File: config.mk
export PLATFORM = sky130hd
export DESIGN_NAME = ysyx_24080014_wb_arb
export DESIGN_NICKNAME = d
export VERILOG_FILES = /design/src/rtl/ysyx_24080014_wb_arb_pkg.sv /design/src/rtl/ysyx_24080014_wb_scoreboard.sv /design/src/rtl/ysyx_24080014_wb_arb.sv
export SDC_FILE = /design/constraint.sdc
export NUM_CORES = 1
export LEC_CHECK = 0
export BUFFER_PORTS_ARGS = -buffer_cell sky130_fd_sc_hd__buf_2
export CAP_MARGIN = 5
export CORE_MARGIN = 3
export CORE_UTILIZATION = 45
export CTS_CLUSTER_DIAMETER = 50
export CTS_CLUSTER_SIZE = 14
export DETAILED_ROUTE_END_ITERATION = 8
export PLACE_DENSITY = 0.8
export SYNTH_ARGS = -nofsm -noshare
export SYNTH_HDL_FRONTEND = slang
export SYNTH_HIERARCHICAL = 1
export SYNTH_SLANG_ARGS = --single-unit
File: constraint.sdc
create_clock -name clk -period 3.95 [get_ports clk]
set_clock_uncertainty 0.15 [all_clocks]
set_input_delay 0.1975 -clock clk [delete_from_list [all_inputs] [get_ports clk]]
set_output_delay 0.1975 -clock clk [all_outputs]
set_load 0.05 [all_outputs]
File: src/rtl/ysyx_24080014_wb_arb_pkg.sv
// Shared constants and types for the GPR write-back arbiter and its load scoreboard.
package ysyx_24080014_wb_arb_pkg;

  localparam int NREG = 32;
  localparam int AW   = 5;
  localparam int DW   = 32;

  // Who won the most recent contended cycle; the other side wins the next one.
  typedef enum logic {
    GRANT_EXU = 1'b0,
    GRANT_LSU = 1'b1
  } grant_e;

endpackage

File: src/rtl/ysyx_24080014_wb_scoreboard.sv
// Busy bit per GPR for loads in flight, with one set port, one clear port and three lookups.
module ysyx_24080014_wb_scoreboard
  import ysyx_24080014_wb_arb_pkg::*;
(
  input  logic            clk,
  input  logic            rst_n,
  input  logic            i_set_en,
  input  logic [AW-1:0]   i_set_idx,
  input  logic            i_clr_en,
  input  logic [AW-1:0]   i_clr_idx,
  input  logic [AW-1:0]   i_rd_a,
  input  logic [AW-1:0]   i_rd_b,
  input  logic [AW-1:0]   i_rd_c,
  output logic [NREG-1:0] o_busy,
  output logic            o_busy_a,
  output logic            o_busy_b,
  output logic            o_busy_c
);

  logic [NREG-1:0] r_busy;
  logic [NREG-1:0] w_busy_nxt;

  // NOTE: default first, so every path assigns w_busy_nxt and no latch is inferred.
  always_comb begin
    w_busy_nxt = r_busy;
    if (i_clr_en) w_busy_nxt[i_clr_idx] = 1'b0;
    // A new load to the same index outlives the old one returning, so set wins.
    if (i_set_en) w_busy_nxt[i_set_idx] = 1'b1;
    w_busy_nxt[0] = 1'b0;
  end

  // NOTE: sequential state uses non-blocking assignments only.
  always_ff @(posedge clk or negedge rst_n) begin
    if (!rst_n) r_busy <= '0;
    else        r_busy <= w_busy_nxt;
  end

  assign o_busy   = r_busy;
  assign o_busy_a = r_busy[i_rd_a];
  assign o_busy_b = r_busy[i_rd_b];
  assign o_busy_c = r_busy[i_rd_c];

endmodule

File: src/rtl/ysyx_24080014_wb_arb.sv
// Shares the GPR write port between EXU and LSU, registers one write per cycle,
// and raises a decode stall for sources/destinations with loads in flight.
module ysyx_24080014_wb_arb
  import ysyx_24080014_wb_arb_pkg::*;
(
  input  logic          clk,
  input  logic          rst_n,
  input  logic          exu_valid,
  output logic          exu_ready,
  input  logic [AW-1:0] exu_rd,
  input  logic [DW-1:0] exu_data,
  input  logic          lsu_valid,
  output logic          lsu_ready,
  input  logic [AW-1:0] lsu_rd,
  input  logic [DW-1:0] lsu_data,
  input  logic          issue_load,
  input  logic [AW-1:0] issue_rd,
  input  logic [AW-1:0] rs1_addr,
  input  logic [AW-1:0] rs2_addr,
  output logic          hazard,
  output logic          gpr_wen,
  output logic [AW-1:0] gpr_waddr,
  output logic [DW-1:0] gpr_wdata,
  output logic          idle
);

  grant_e          r_last_grant;
  logic            r_wen;
  logic [AW-1:0]   r_waddr;
  logic [DW-1:0]   r_wdata;

  logic            w_grant_exu;
  logic            w_grant_lsu;
  logic            w_contend;
  logic [NREG-1:0] w_busy;
  logic            w_busy_rs1;
  logic            w_busy_rs2;
  logic            w_busy_issue;
  logic            w_wb_hit;

  assign w_contend   = exu_valid & lsu_valid;
  assign w_grant_exu = exu_valid & (~lsu_valid | (r_last_grant == GRANT_LSU));
  assign w_grant_lsu = lsu_valid & (~exu_valid | (r_last_grant == GRANT_EXU));
  assign exu_ready   = w_grant_exu;
  assign lsu_ready   = w_grant_lsu;

  always_ff @(posedge clk or negedge rst_n) begin
    if (!rst_n) begin
      r_last_grant <= GRANT_EXU;
      r_wen        <= 1'b0;
      r_waddr      <= '0;
      r_wdata      <= '0;
    end else begin
      if (w_contend) r_last_grant <= w_grant_lsu ? GRANT_LSU : GRANT_EXU;
      // An rd==0 result is still consumed, it just never reaches the register file.
      if (w_grant_exu) begin
        r_wen   <= (exu_rd != '0);
        r_waddr <= exu_rd;
        r_wdata <= exu_data;
      end else if (w_grant_lsu) begin
        r_wen   <= (lsu_rd != '0);
        r_waddr <= lsu_rd;
        r_wdata <= lsu_data;
      end else begin
        r_wen   <= 1'b0;
      end
    end
  end

  ysyx_24080014_wb_scoreboard u_scoreboard (
    .clk       (clk),
    .rst_n     (rst_n),
    .i_set_en  (issue_load & (issue_rd != '0)),
    .i_set_idx (issue_rd),
    .i_clr_en  (w_grant_lsu),
    .i_clr_idx (lsu_rd),
    .i_rd_a    (rs1_addr),
    .i_rd_b    (rs2_addr),
    .i_rd_c    (issue_rd),
    .o_busy    (w_busy),
    .o_busy_a  (w_busy_rs1),
    .o_busy_b  (w_busy_rs2),
    .o_busy_c  (w_busy_issue)
  );

  // The register file is not written until the end of this cycle, so a read of
  // the pending index must still wait one cycle after its busy bit drops.
  assign w_wb_hit = r_wen & (r_waddr != '0) &
                    ((r_waddr == rs1_addr) | (r_waddr == rs2_addr));

  assign hazard    = w_busy_rs1 | w_busy_rs2 | (issue_load & w_busy_issue) | w_wb_hit;
  assign gpr_wen   = r_wen;
  assign gpr_waddr = r_waddr;
  assign gpr_wdata = r_wdata;
  assign idle      = (w_busy == '0) & ~r_wen & ~exu_valid & ~lsu_valid;

endmodule
==> results of run 1 <==
[area by class of cell]
| type | count | area share, % |
|---|---|---|
| Sequential cell | 70 | 30.5 |
| Clock inverter | 6 | 0.806 |
| Multi-Input combinational cell | 374 | 43.6 |
| Clock buffer | 10 | 2.22 |
| Inverter | 37 | 2.42 |
| Timing Repair Buffer | 169 | 17.6 |
| Tap cell | 133 | 2.90 |
[repair_timing]
item	in CTS	in global routing
gates resized for setup	0	0
buffers inserted	0	0
hold buffers	30	0
endpoints found under the hold margin	67	0
[final timing paths]
kind | cells after the start | endpoint | from | slack [ns]
hold / removal | 3 | gpr_wdata[26] | lsu_data[26] | 0.01
min in group asynchronous | 2 | u_scoreboard/o_busy[18] | rst_n | 0.34
max in group asynchronous | 3 | gpr_wdata[6] | rst_n | 2.36
setup reg to reg | 6 | u_scoreboard/o_busy[24] | r_last_grant | 1.97
hold reg to reg | 2 | u_scoreboard/o_busy[19] | u_scoreboard/o_busy[19] | 0.45
setup / recovery | 7 | hazard | u_scoreboard/o_busy[6] | 1.27
[through the flow]
stage / instance area [um^2] / total power, mW / worst slack [ns] / utilization, %
global route: 5740 / 3.03 / 1.17 / 57.9
floorplan: 4630 / 1.97 / 1.51 / -
global placement: 5270 / 2.27 / 1.63 / 53.1
CTS: 5740 / 2.86 / 1.30 / 57.9
finish: 5740 / 2.87 / 1.27 / 57.9
detailed placement: 5270 / 2.32 / 1.58 / 53.1
[routing by layer]
metal	vias up	GRT usage [%]	share of wire, %
li1	2206	-	-
met1	2338	31.6	39
met2	297	44.1	50
met3	49	5.16	8.9
met4	0	12.6	2.9
met5	-	0	0
[power breakdown]
part           internal [mW]  total (mW)  switching [mW]  leakage [nW]
clock                  0.232       0.515           0.283        0.0833
combinational          0.408        1.22           0.817          1.65
sequential             0.904        1.13           0.226         0.816
[critical path: stages, from the launching register on]
cell                       delay, ns
sky130_fd_sc_hd__dfrtp_1        0.43
sky130_fd_sc_hd__mux4_2         0.46
sky130_fd_sc_hd__nand2b_1       0.16
sky130_fd_sc_hd__o211ai_1       0.13
sky130_fd_sc_hd__nand4_1        0.16
sky130_fd_sc_hd__a211oi_1       0.34
sky130_fd_sc_hd__o21ai_1        0.11
sky130_fd_sc_hd__buf_2          0.22
[logic make-up after synthesis]
kind of cell / count (synthesis) / share of synthesized area (%)
AO/OA/AOI/OAI: 195 / 26.2
XOR/XNOR: 11 / 2.08
buffers and inverters: 71 / 8.21
flip-flops: 70 / 37.8
multiplexers: 41 / 11.5
other: 1 / 0.0809
AND/OR/NAND/NOR: 126 / 14.1
[placed cells by master, fill, tap and decap left out, types with 14 or more instances in the layout]
cell,instances
sky130_fd_sc_hd__mux2i_1,32
sky130_fd_sc_hd__a31oi_1,32
sky130_fd_sc_hd__nand2_1,14
sky130_fd_sc_hd__a21oi_2,20
sky130_fd_sc_hd__buf_2,134
sky130_fd_sc_hd__a21oi_1,21
sky130_fd_sc_hd__dlygate4sd3_1,30
sky130_fd_sc_hd__o22ai_1,32
sky130_fd_sc_hd__nand3_1,17
sky130_fd_sc_hd__nor2_1,45
sky130_fd_sc_hd__dfrtp_1,70
sky130_fd_sc_hd__o21ai_0,62
sky130_fd_sc_hd__inv_1,37
[sequential cells by signal, summed over array words and instances (netlist names)]
register and flops:
gpr_wdata 32, gpr_wen 1, gpr_waddr 5, u_scoreboard/o_busy 31, r_last_grant 1
==> metrics.cfg, run 1 <==
[run_status]
outcome=complete, no violations

[sta]
timing.max_slew.rel_slack_pct=44.8
hold_slack_ns=0.0118
final-max-slew-violation-count=0
grt_setup_unrepaired=false
final.period_utilization_pct=67.9
final.min_clock_period_ns=2.68
setup_viol_count_final=0
report.final.hold_viol_count=0
setup_total_negative_slack_ns=0
fmax_ghz=0.373
tightest_slew_ns=0.828

[route]
post-route-drc-count=0
routed-via-count=4890
route.detailed.vias_per_inst=6.12
finalWirelength_um=14700
detailedRoute.firstPassIterationCount=5
antenna_violating_nets_post_route=0
dr.first_iter.drc_count=491
avgRoutedWirePerCell_um=18.5

[placed_design]
hpwl_um=10200
placed_cells=753
place.gp.congestion=1.02
portBuffers=135

[floorplanning]
design.core.area_um2=9910
floorplan.die_area_um2=11500
dieWidth_um=107
io_pins=136
start_util_pct=46.8
die_y_um=107
rows=36

[synthesis]
synthesis.instances=515
most_used_standard_cell_by_instance_count_after_synthesis=sky130_fd_sc_hd__dfrtp_1
synth_enable_flop_cells=0
synthesis.yosys.warnings=6
synth.net_count=609
postSynthAreaPerCell_um2=9.00
seq_area_frac_synth_pct=37.8
yosys_most_used_dff=sky130_fd_sc_hd__dfrtp_1
postSynthRegisterBits=70
synth_top_area_share_pct=37.8
synth_largest_area_cell=sky130_fd_sc_hd__dfrtp_1
synth_commonest_cells=sky130_fd_sc_hd__dfrtp_1, sky130_fd_sc_hd__o21ai_0, sky130_fd_sc_hd__nor2_1
synth_async_sr_flop_share_pct=100
synth.cell_area_um2=4630
yosys-top-cells-area=sky130_fd_sc_hd__dfrtp_1, sky130_fd_sc_hd__mux2i_1, sky130_fd_sc_hd__o21ai_0
synth_cell_types=40

[cts]
cts_buffers=9
clock_tree.buffer_depth=2
htree_num_levels=3
clock_tree.root_cell=sky130_fd_sc_hd__clkbuf_8
cts_num_sinks=70
tritoncts=yes
clock_transition_at_the_register_clock_pins_on_the_worst_setup_and_hold_paths_after_cts_ns=0.08
clock_latency_ns=0.34

[global_routing]
grt_pass1_vias=4999
grt_first_pass_wirelength_um=24300
grt_start_max_net_pins=74
globalRouteOverflowTotal=0
grt_antenna_before_repair=0
global_route.usage.total_pct=26.0

[finish]
antenna-diode-count=0
flow.area_growth_from_synthesis_pct=23.9
design.final.nets=755
multi_input_gate_area_um2=2500
post_route_cells_drive_above_1_share_pct=28.1
fillCellCount=858
post_layout_nonfiller_instances=799
layout.area.seq_um2=1750

[power]
vdd_ir_drop_max_uv=267
leakage_nw=2.55
p_per_area_nw_per_um2=500

[critical_path]
critPathMaxFanout=5
worstSetupStartpointType=register
timing.critical_path.arrival_ns=2.33
critPathKind=reg -> out
worstSetupEndpointType=output port
required_ns=3.60

[run]
timing.max_cap.violations=0

[min_path]
min_path_type=in -> reg

(Power assumes the default switching activity.)
==> inputs of run 2 (changes only) <==
- PLACE_DENSITY: 0.8 -> 0.83
- clock period: 3.95 -> 2.3 ns (I/O delays scaled with it)
==> run 2 against run 1 <==
The flow now finishes with violations (setup timing). Combinational power up 100%. Non-clock buffer count up 50. First-iteration DRC count up 6.1%. Die area unchanged. Sequential power up 73%. Global-route usage up 3.1 points. Setup slack worse by 1.4 ns. Wire length up 16%. Largest cell class unchanged. Largest power group unchanged.
==> metrics.cfg, run 2 (synthesis gave the netlist of run 1 again) <==
[critical_path]
required_ns=2.04  ; -1.56 ns
worstSetupEndpointType=output port
critPathKind=reg -> out
worstSetupStartpointType=register
critPathBufInv=2  ; +1
timing.critical_path.arrival_ns=2.21  ; -0.12 ns
slowest_stage=sky130_fd_sc_hd__mux4_2
critPathMaxFanout=4  ; -1
timing.critical_path.slowest_cell_delay_ns=0.44  ; -0.02 ns
worstPathCellList=buf_4, mux4_2, nand2b_4, o211ai_1, nand4_1, a211oi_2, o21ai_1, buf_6
critical_path.top_delay_family=multiplexers

[floorplanning]
io_pins=136  ; unchanged
rows=36  ; unchanged
die_y_um=107  ; unchanged
floorplan.die_area_um2=11500  ; unchanged
design.core.area_um2=9910  ; unchanged
dieWidth_um=107  ; unchanged
start_util_pct=46.8  ; unchanged

[placed_design]
hpwl_um=10300  ; +1.1%
portBuffers=135  ; unchanged
place.gp.congestion=0.927  ; -9.1%

[run_status]
outcome=finished with violations
failing_checks=setup timing

[cts]
clock_tree.root_cell=sky130_fd_sc_hd__clkbuf_8
tritoncts=yes
clock_transition_at_the_register_clock_pins_on_the_worst_setup_and_hold_paths_after_cts_ns=0.08  ; about the same
clock_tree.buffer_depth=2  ; unchanged
cts_num_sinks=70  ; unchanged
clock_latency_ns=0.36  ; +0.02 ns
cts_buffers=9  ; unchanged
htree_num_levels=3  ; unchanged

[power]
vdd_ir_drop_max_uv=474  ; +78%
finalPower_mw=5.43  ; +89%
leakage_nw=2.78  ; +9.2%
p_per_area_nw_per_um2=860  ; +72%

[finish]
commonest_non_fill_non_tap_cell_in_the_layout=sky130_fd_sc_hd__buf_2
final_util_pct=63.7  ; +5.8 points
fillCellCount=758  ; -12%
most-common-layout-cells=sky130_fd_sc_hd__buf_2, sky130_fd_sc_hd__dlygate4sd3_1, sky130_fd_sc_hd__dfrtp_1, sky130_fd_sc_hd__o21ai_0, sky130_fd_sc_hd__nor2_1
post_route_cells_drive_above_1_share_pct=28.2  ; +0.13 points
flow.area_growth_from_synthesis_pct=36.3
design.final.nets=805  ; +6.6%
largest_register_ffs=32  ; unchanged

[sta]
report.final.hold_viol_count=0  ; unchanged
timing.max_slew.rel_slack_pct=46.3  ; +1.5 points
final_critical_path_setup_slack_ns=-0.179  ; -1.45 ns
tightest_slew_ns=0.806  ; -0.0221 ns
setup_viol_count_final=1  ; +1
final.period_utilization_pct=108
fmax_ghz=0.403
grt_setup_unrepaired=true
final-max-slew-violation-count=0  ; unchanged
final.min_clock_period_ns=2.48

[run]
timing.max_cap.violations=0  ; unchanged

[route]
dr.first_iter.drc_count=521  ; +6.1%
routed-via-count=5340  ; +9.2%
detailedRoute.firstPassIterationCount=5  ; unchanged
antenna_violating_nets_post_route=0  ; unchanged
route.detailed.vias_per_inst=6.28  ; +2.7%
finalWirelength_um=17100  ; +16%
post-route-drc-count=0  ; unchanged
avgRoutedWirePerCell_um=20.1  ; +9.0%

[global_routing]
globalRouteOverflowTotal=0  ; unchanged
grt_pass1_vias=5386  ; +7.7%
global_route.usage.total_pct=29.2  ; +3.1 points
grt_first_pass_wirelength_um=26700  ; +9.9%
grt_start_max_net_pins=53  ; -28%
grt_antenna_before_repair=0  ; unchanged

[min_path]
min_path_type=in -> reg

-- run 2: changes by cell type in the layout (fill, tap and decap cells not counted), sizes merged --
cell         change
dlygate4sd3     +44
buf              +6
inv              -2
bufinv           +1
clkbuf           +1
clkinv           +1
clkinvlp         -1
diode            +1
-- run 2: worst register-to-register path, cell delays in order, from the launching register on --
cell and delay [ns]:
sky130_fd_sc_hd__dfrtp_1 0.39, sky130_fd_sc_hd__nand2_4 0.09, sky130_fd_sc_hd__nand2_2 0.11, sky130_fd_sc_hd__buf_4 0.39, sky130_fd_sc_hd__o22ai_1 0.18, sky130_fd_sc_hd__a31oi_1 0.19, sky130_fd_sc_hd__dlygate4sd3_1 0.61
-- run 2: per-layer routing --
| metal | vias up | global-route usage (%) | share of wire, % |
|---|---|---|---|
| met2 | 437 | 50.0 | 50 |
| li1 | 2305 | - | - |
| met4 | 0 | 16.0 | 4.0 |
| met3 | 81 | 6.96 | 11 |
| met5 | - | 0 | 0 |
| met1 | 2517 | 33.5 | 35 |
-- run 2: area by class of cell --
cell class / count / area (um^2) / share of cell area (%)
Multi-Input combinational cell: 374 / 2540 / 40.2
Sequential cell: 70 / 1750 / 27.7
Timing Repair Buffer: 219 / 1510 / 23.9
Tap cell: 133 / 166 / 2.63
Inverter: 37 / 143 / 2.26
Clock buffer: 11 / 141 / 2.24
Clock inverter: 5 / 57.6 / 0.911
Antenna cell: 1 / 2.50 / 0.0396
-- run 2: final timing paths --
check | startpoint | to | slack, ns | depth (start not counted)
max | u_scoreboard/o_busy[6] | hazard | -0.18 | 8
min reg2reg | u_scoreboard/o_busy[5] | u_scoreboard/o_busy[5] | 0.43 | 2
max in group asynchronous | rst_n | gpr_wdata[6] | 1.05 | 3
max reg2reg | r_last_grant | gpr_wdata[16] | 0.14 | 6
min in group asynchronous | rst_n | u_scoreboard/o_busy[23] | 0.26 | 2
min | lsu_rd[3] | gpr_wen | 0.03 | 3
-- run 2: power by group --
part / leakage, nW / total [mW] / internal (mW) / switching (mW)
Combinational: 1.87 / 2.45 / 0.937 / 1.51
Clock: 0.104 / 1.04 / 0.534 / 0.506
Sequential: 0.816 / 1.95 / 1.55 / 0.396
-- run 2: through the flow --
step | cell area [um^2] | instances | setup TNS [ns] | worst slack, ns | hold slack, ns
2_1_floorplan | 4640 | 515 | 0 | 0.162 | -0.331
3_3_place_gp | 5310 | 756 | 0 | 0.146 | 0.0733
3_5_place_dp | 5310 | 756 | 0 | 0.0816 | 0.0758
4_1_cts | 6280 | 846 | -0.141 | -0.141 | 0.0136
5_1_grt | 6310 | 849 | -0.292 | -0.292 | 0.0364
6_report | 6320 | 850 | -0.179 | -0.179 | 0.0326
-- run 2: repair_timing --
item / CTS / global route
resized for setup: 6 / 3
endpoints found under the hold margin: 71 / 0
pin swaps: 4 / 5
setup buffers: 0 / 3
hold buffers: 74 / 0
setup endpoints to repair: 1 / 1
==> inputs of run 3 (changes only) <==
- GPL_TIMING_DRIVEN: not set -> 0
- SYNTH_HIERARCHICAL: 1 -> not set
==> run 3 against run 2 <==
Critical path type unchanged. Die area down 5.6%. Hold slack improved by 0.025 ns. Fmax rose by 1.4%. Core utilization grew 3.8 points. The run still ends with setup timing left. First-iteration DRC count grew 6.9%.
==> metrics.cfg, run 3 <==
[critical_path]
critPathKind=reg -> out
required_ns=2.04  ; about the same
timing.critical_path.arrival_ns=2.18  ; -0.03 ns
critPathMaxFanout=3  ; -1
worstSetupEndpointType=output port
worstSetupStartpointType=register

[route]
finalWirelength_um=17600  ; +2.7%
routed-via-count=5442  ; +1.9%
avgRoutedWirePerCell_um=20.6  ; +2.2%
post-route-drc-count=0  ; unchanged
route.detailed.vias_per_inst=6.37  ; +1.4%
antenna_violating_nets_post_route=0  ; unchanged
dr.first_iter.drc_count=557  ; +6.9%
detailedRoute.firstPassIterationCount=6  ; +1

[sta]
tightest_slew_ns=0.897  ; +0.0914 ns
setup_viol_count_final=2  ; +1
grt_setup_unrepaired=true
final-max-slew-violation-count=0  ; unchanged
final.min_clock_period_ns=2.44  ; -0.0353 ns
timing.max_slew.rel_slack_pct=40.2  ; -6.1 points
setup_total_negative_slack_ns=-0.220  ; -0.0407 ns
fmax_ghz=0.409  ; +1.4%
report.final.hold_viol_count=0  ; unchanged
final.period_utilization_pct=106  ; -1.5 points
final_critical_path_setup_slack_ns=-0.144  ; +0.0353 ns

[synthesis]
synth.net_count=590  ; -3.1%
synth_adder_area_share_pct=0  ; unchanged
synthesis.instances=496  ; -3.7%
postSynthAreaPerCell_um2=8.79  ; -2.3%
synth_async_sr_flop_share_pct=100  ; unchanged
synth.cell_area_um2=4360  ; -5.9%
postSynthRegisterBits=70  ; unchanged
seq_area_frac_synth_pct=40.2  ; +2.4 points
synth-compound-area-share_pct=23.8  ; -2.3 points
synth_commonest_cells=sky130_fd_sc_hd__dfrtp_1, sky130_fd_sc_hd__nor2_1, sky130_fd_sc_hd__o21ai_1
yosys_most_used_dff=sky130_fd_sc_hd__dfrtp_1
yosys-top-cells-area=sky130_fd_sc_hd__dfrtp_1, sky130_fd_sc_hd__o22ai_1, sky130_fd_sc_hd__mux4_2
synth-xor-area-share_pct=2.21  ; +0.13 points
most_used_standard_cell_by_instance_count_after_synthesis=sky130_fd_sc_hd__dfrtp_1
post_synth_mux_area_share_pct=13.3  ; +1.8 points
synth_top_family_by_area=compound AO/OA/AOI/OAI gates
synth_top_area_share_pct=40.2  ; +2.4 points
synth_enable_flop_cells=0  ; unchanged
synthesis.yosys.warnings=0  ; -6
synth_simple_gate_area_share_pct=13.6  ; -0.52 points
synth_cell_types=39  ; -2.5%
synth_largest_area_cell=sky130_fd_sc_hd__dfrtp_1

[cts]
cts_num_sinks=70  ; unchanged
clock_tree.buffer_depth=2  ; unchanged
clock_latency_ns=0.34  ; -0.02 ns
cts_buffers=9  ; unchanged
tritoncts=yes
clock_tree.root_cell=sky130_fd_sc_hd__clkbuf_8
htree_num_levels=3  ; unchanged
clock_transition_at_the_register_clock_pins_on_the_worst_setup_and_hold_paths_after_cts_ns=0.07  ; about the same

[floorplanning]
design.core.area_um2=9330  ; -5.9%
io_pins=136  ; unchanged
die_y_um=104  ; -2.8%
floorplan.die_area_um2=10900  ; -5.6%
start_util_pct=46.7  ; about the same
dieWidth_um=104  ; -2.8%
rows=35  ; -2.8%

[run_status]
failing_checks=setup timing
outcome=finished with violations

[finish]
largest_register_ffs=32  ; unchanged
final_util_pct=67.5  ; +3.8 points
antenna-diode-count=0  ; -1
post_route_cells_drive_above_1_share_pct=26.2  ; -2.0 points
fillCellCount=671  ; -11%
most-common-layout-cells=sky130_fd_sc_hd__buf_2, sky130_fd_sc_hd__dlygate4sd3_1, sky130_fd_sc_hd__dfrtp_1, sky130_fd_sc_hd__nor2_1, sky130_fd_sc_hd__o21ai_1
commonest_non_fill_non_tap_cell_in_the_layout=sky130_fd_sc_hd__buf_2
post_layout_nonfiller_instances=854  ; +0.47%
flow.area_growth_from_synthesis_pct=44.4
design.final.nets=814  ; +1.1%

[global_routing]
grt_antenna_before_repair=0  ; unchanged
grt_start_max_net_pins=71  ; +34%
globalRouteOverflowTotal=0  ; unchanged
grt_first_pass_wirelength_um=27400  ; +2.8%
global_route.usage.total_pct=31.2  ; +2.0 points
grt_pass1_vias=5489  ; +1.9%

[placed_design]
hpwl_um=10700  ; +4.0%
place.gp.congestion=0.965  ; +4.1%
placed_cells=751  ; -0.66%
portBuffers=126  ; -6.7%
preCtsSetupSlack_ns=0.0749  ; -0.00670 ns

[run]
timing.max_cap.violations=0  ; unchanged

[power]
vdd_ir_drop_max_uv=536  ; +13%
p_per_area_nw_per_um2=867  ; +0.76%
leakage_nw=2.77  ; -0.42%

[min_path]
min_path_type=in -> reg

==> run 3: cells by family (layout without fill, tap and decap cells) <==
kind of cell / Yosys count / count (layout)
flip-flops: 70 / 70
multiplexers: 42 / 42
XOR/XNOR: 11 / 11
AND/OR/NAND/NOR: 117 / 117
buffers and inverters: 71 / 300
AO/OA/AOI/OAI: 185 / 185
==> run 3: worst paths after layout <==
kind                                   startpoint  depth (start not counted)                 endpoint  slack (ns)
max in group asynchronous                   rst_n                          2  u_scoreboard.o_busy[31]        1.07
min in group asynchronous                   rst_n                          2  u_scoreboard.o_busy[21]        0.29
max reg2reg                          r_last_grant                          7             gpr_wdata[0]        0.09
min                                   issue_rd[2]                          3   u_scoreboard.o_busy[7]        0.06
min reg2reg                u_scoreboard.o_busy[6]                          2   u_scoreboard.o_busy[6]        0.42
max                        u_scoreboard.o_busy[4]                          5                   hazard       -0.14
==> run 3: stage by stage <==
| stage | hold slack (ns) | total power, mW | cell area (um^2) |
|---|---|---|---|
| 2_1_floorplan | -0.331 | 3.32 | 4370 |
| 3_3_place_gp | 0.221 | 3.90 | 5160 |
| 3_5_place_dp | 0.147 | 3.98 | 5160 |
| 4_1_cts | 0.00677 | 5.25 | 6190 |
| 5_1_grt | 0.0442 | 5.69 | 6300 |
| 6_report | 0.0572 | 5.46 | 6300 |
==> run 3: per-layer routing <==
layer | GRT usage (%) | routed length, um | vias to the layer above
met5 | 0 | 0 | -
met4 | 16.4 | 985 | 0
met1 | 37.4 | 6180 | 2521
met3 | 8.57 | 2130 | 125
met2 | 51.0 | 8270 | 506
li1 | - | - | 2290
==> run 3: critical path, stage by stage, from the launching register on <==
cell and delay [ns]:
sky130_fd_sc_hd__dfrtp_2 0.44, sky130_fd_sc_hd__mux4_2 0.46, sky130_fd_sc_hd__and3_4 0.21, sky130_fd_sc_hd__o41ai_4 0.39, sky130_fd_sc_hd__nand4_1 0.16, sky130_fd_sc_hd__buf_6 0.18
==> run 3: where the power goes <==
| part | switching [mW] | internal, mW |
|---|---|---|
| sequential | 0.393 | 1.56 |
| clock | 0.493 | 0.619 |
| combinational | 1.53 | 0.871 |
==> run 3: area by class of cell <==
cell class	count	area [um^2]	share of cell area (%)
multi-input combinational	355	2360	37.5
sequential	70	1760	27.9
timing repair buffer	213	1500	23.7
buffer	35	164	2.60
tap	129	161	2.56
inverter	36	135	2.15
clock buffer	10	128	2.03
clock inverter	6	93.8	1.49
==> run 3: timing repair <==
| item | in CTS | in global routing |
|---|---|---|
| cloned | 0 | 0 |
| gates resized for setup | 8 | 13 |
| hold endpoints to repair | 108 | 0 |
| hold buffers | 74 | 0 |
| setup buffers | 7 | 6 |
| pin swaps | 3 | 6 |
| endpoints found under the setup margin | 2 | 2 |
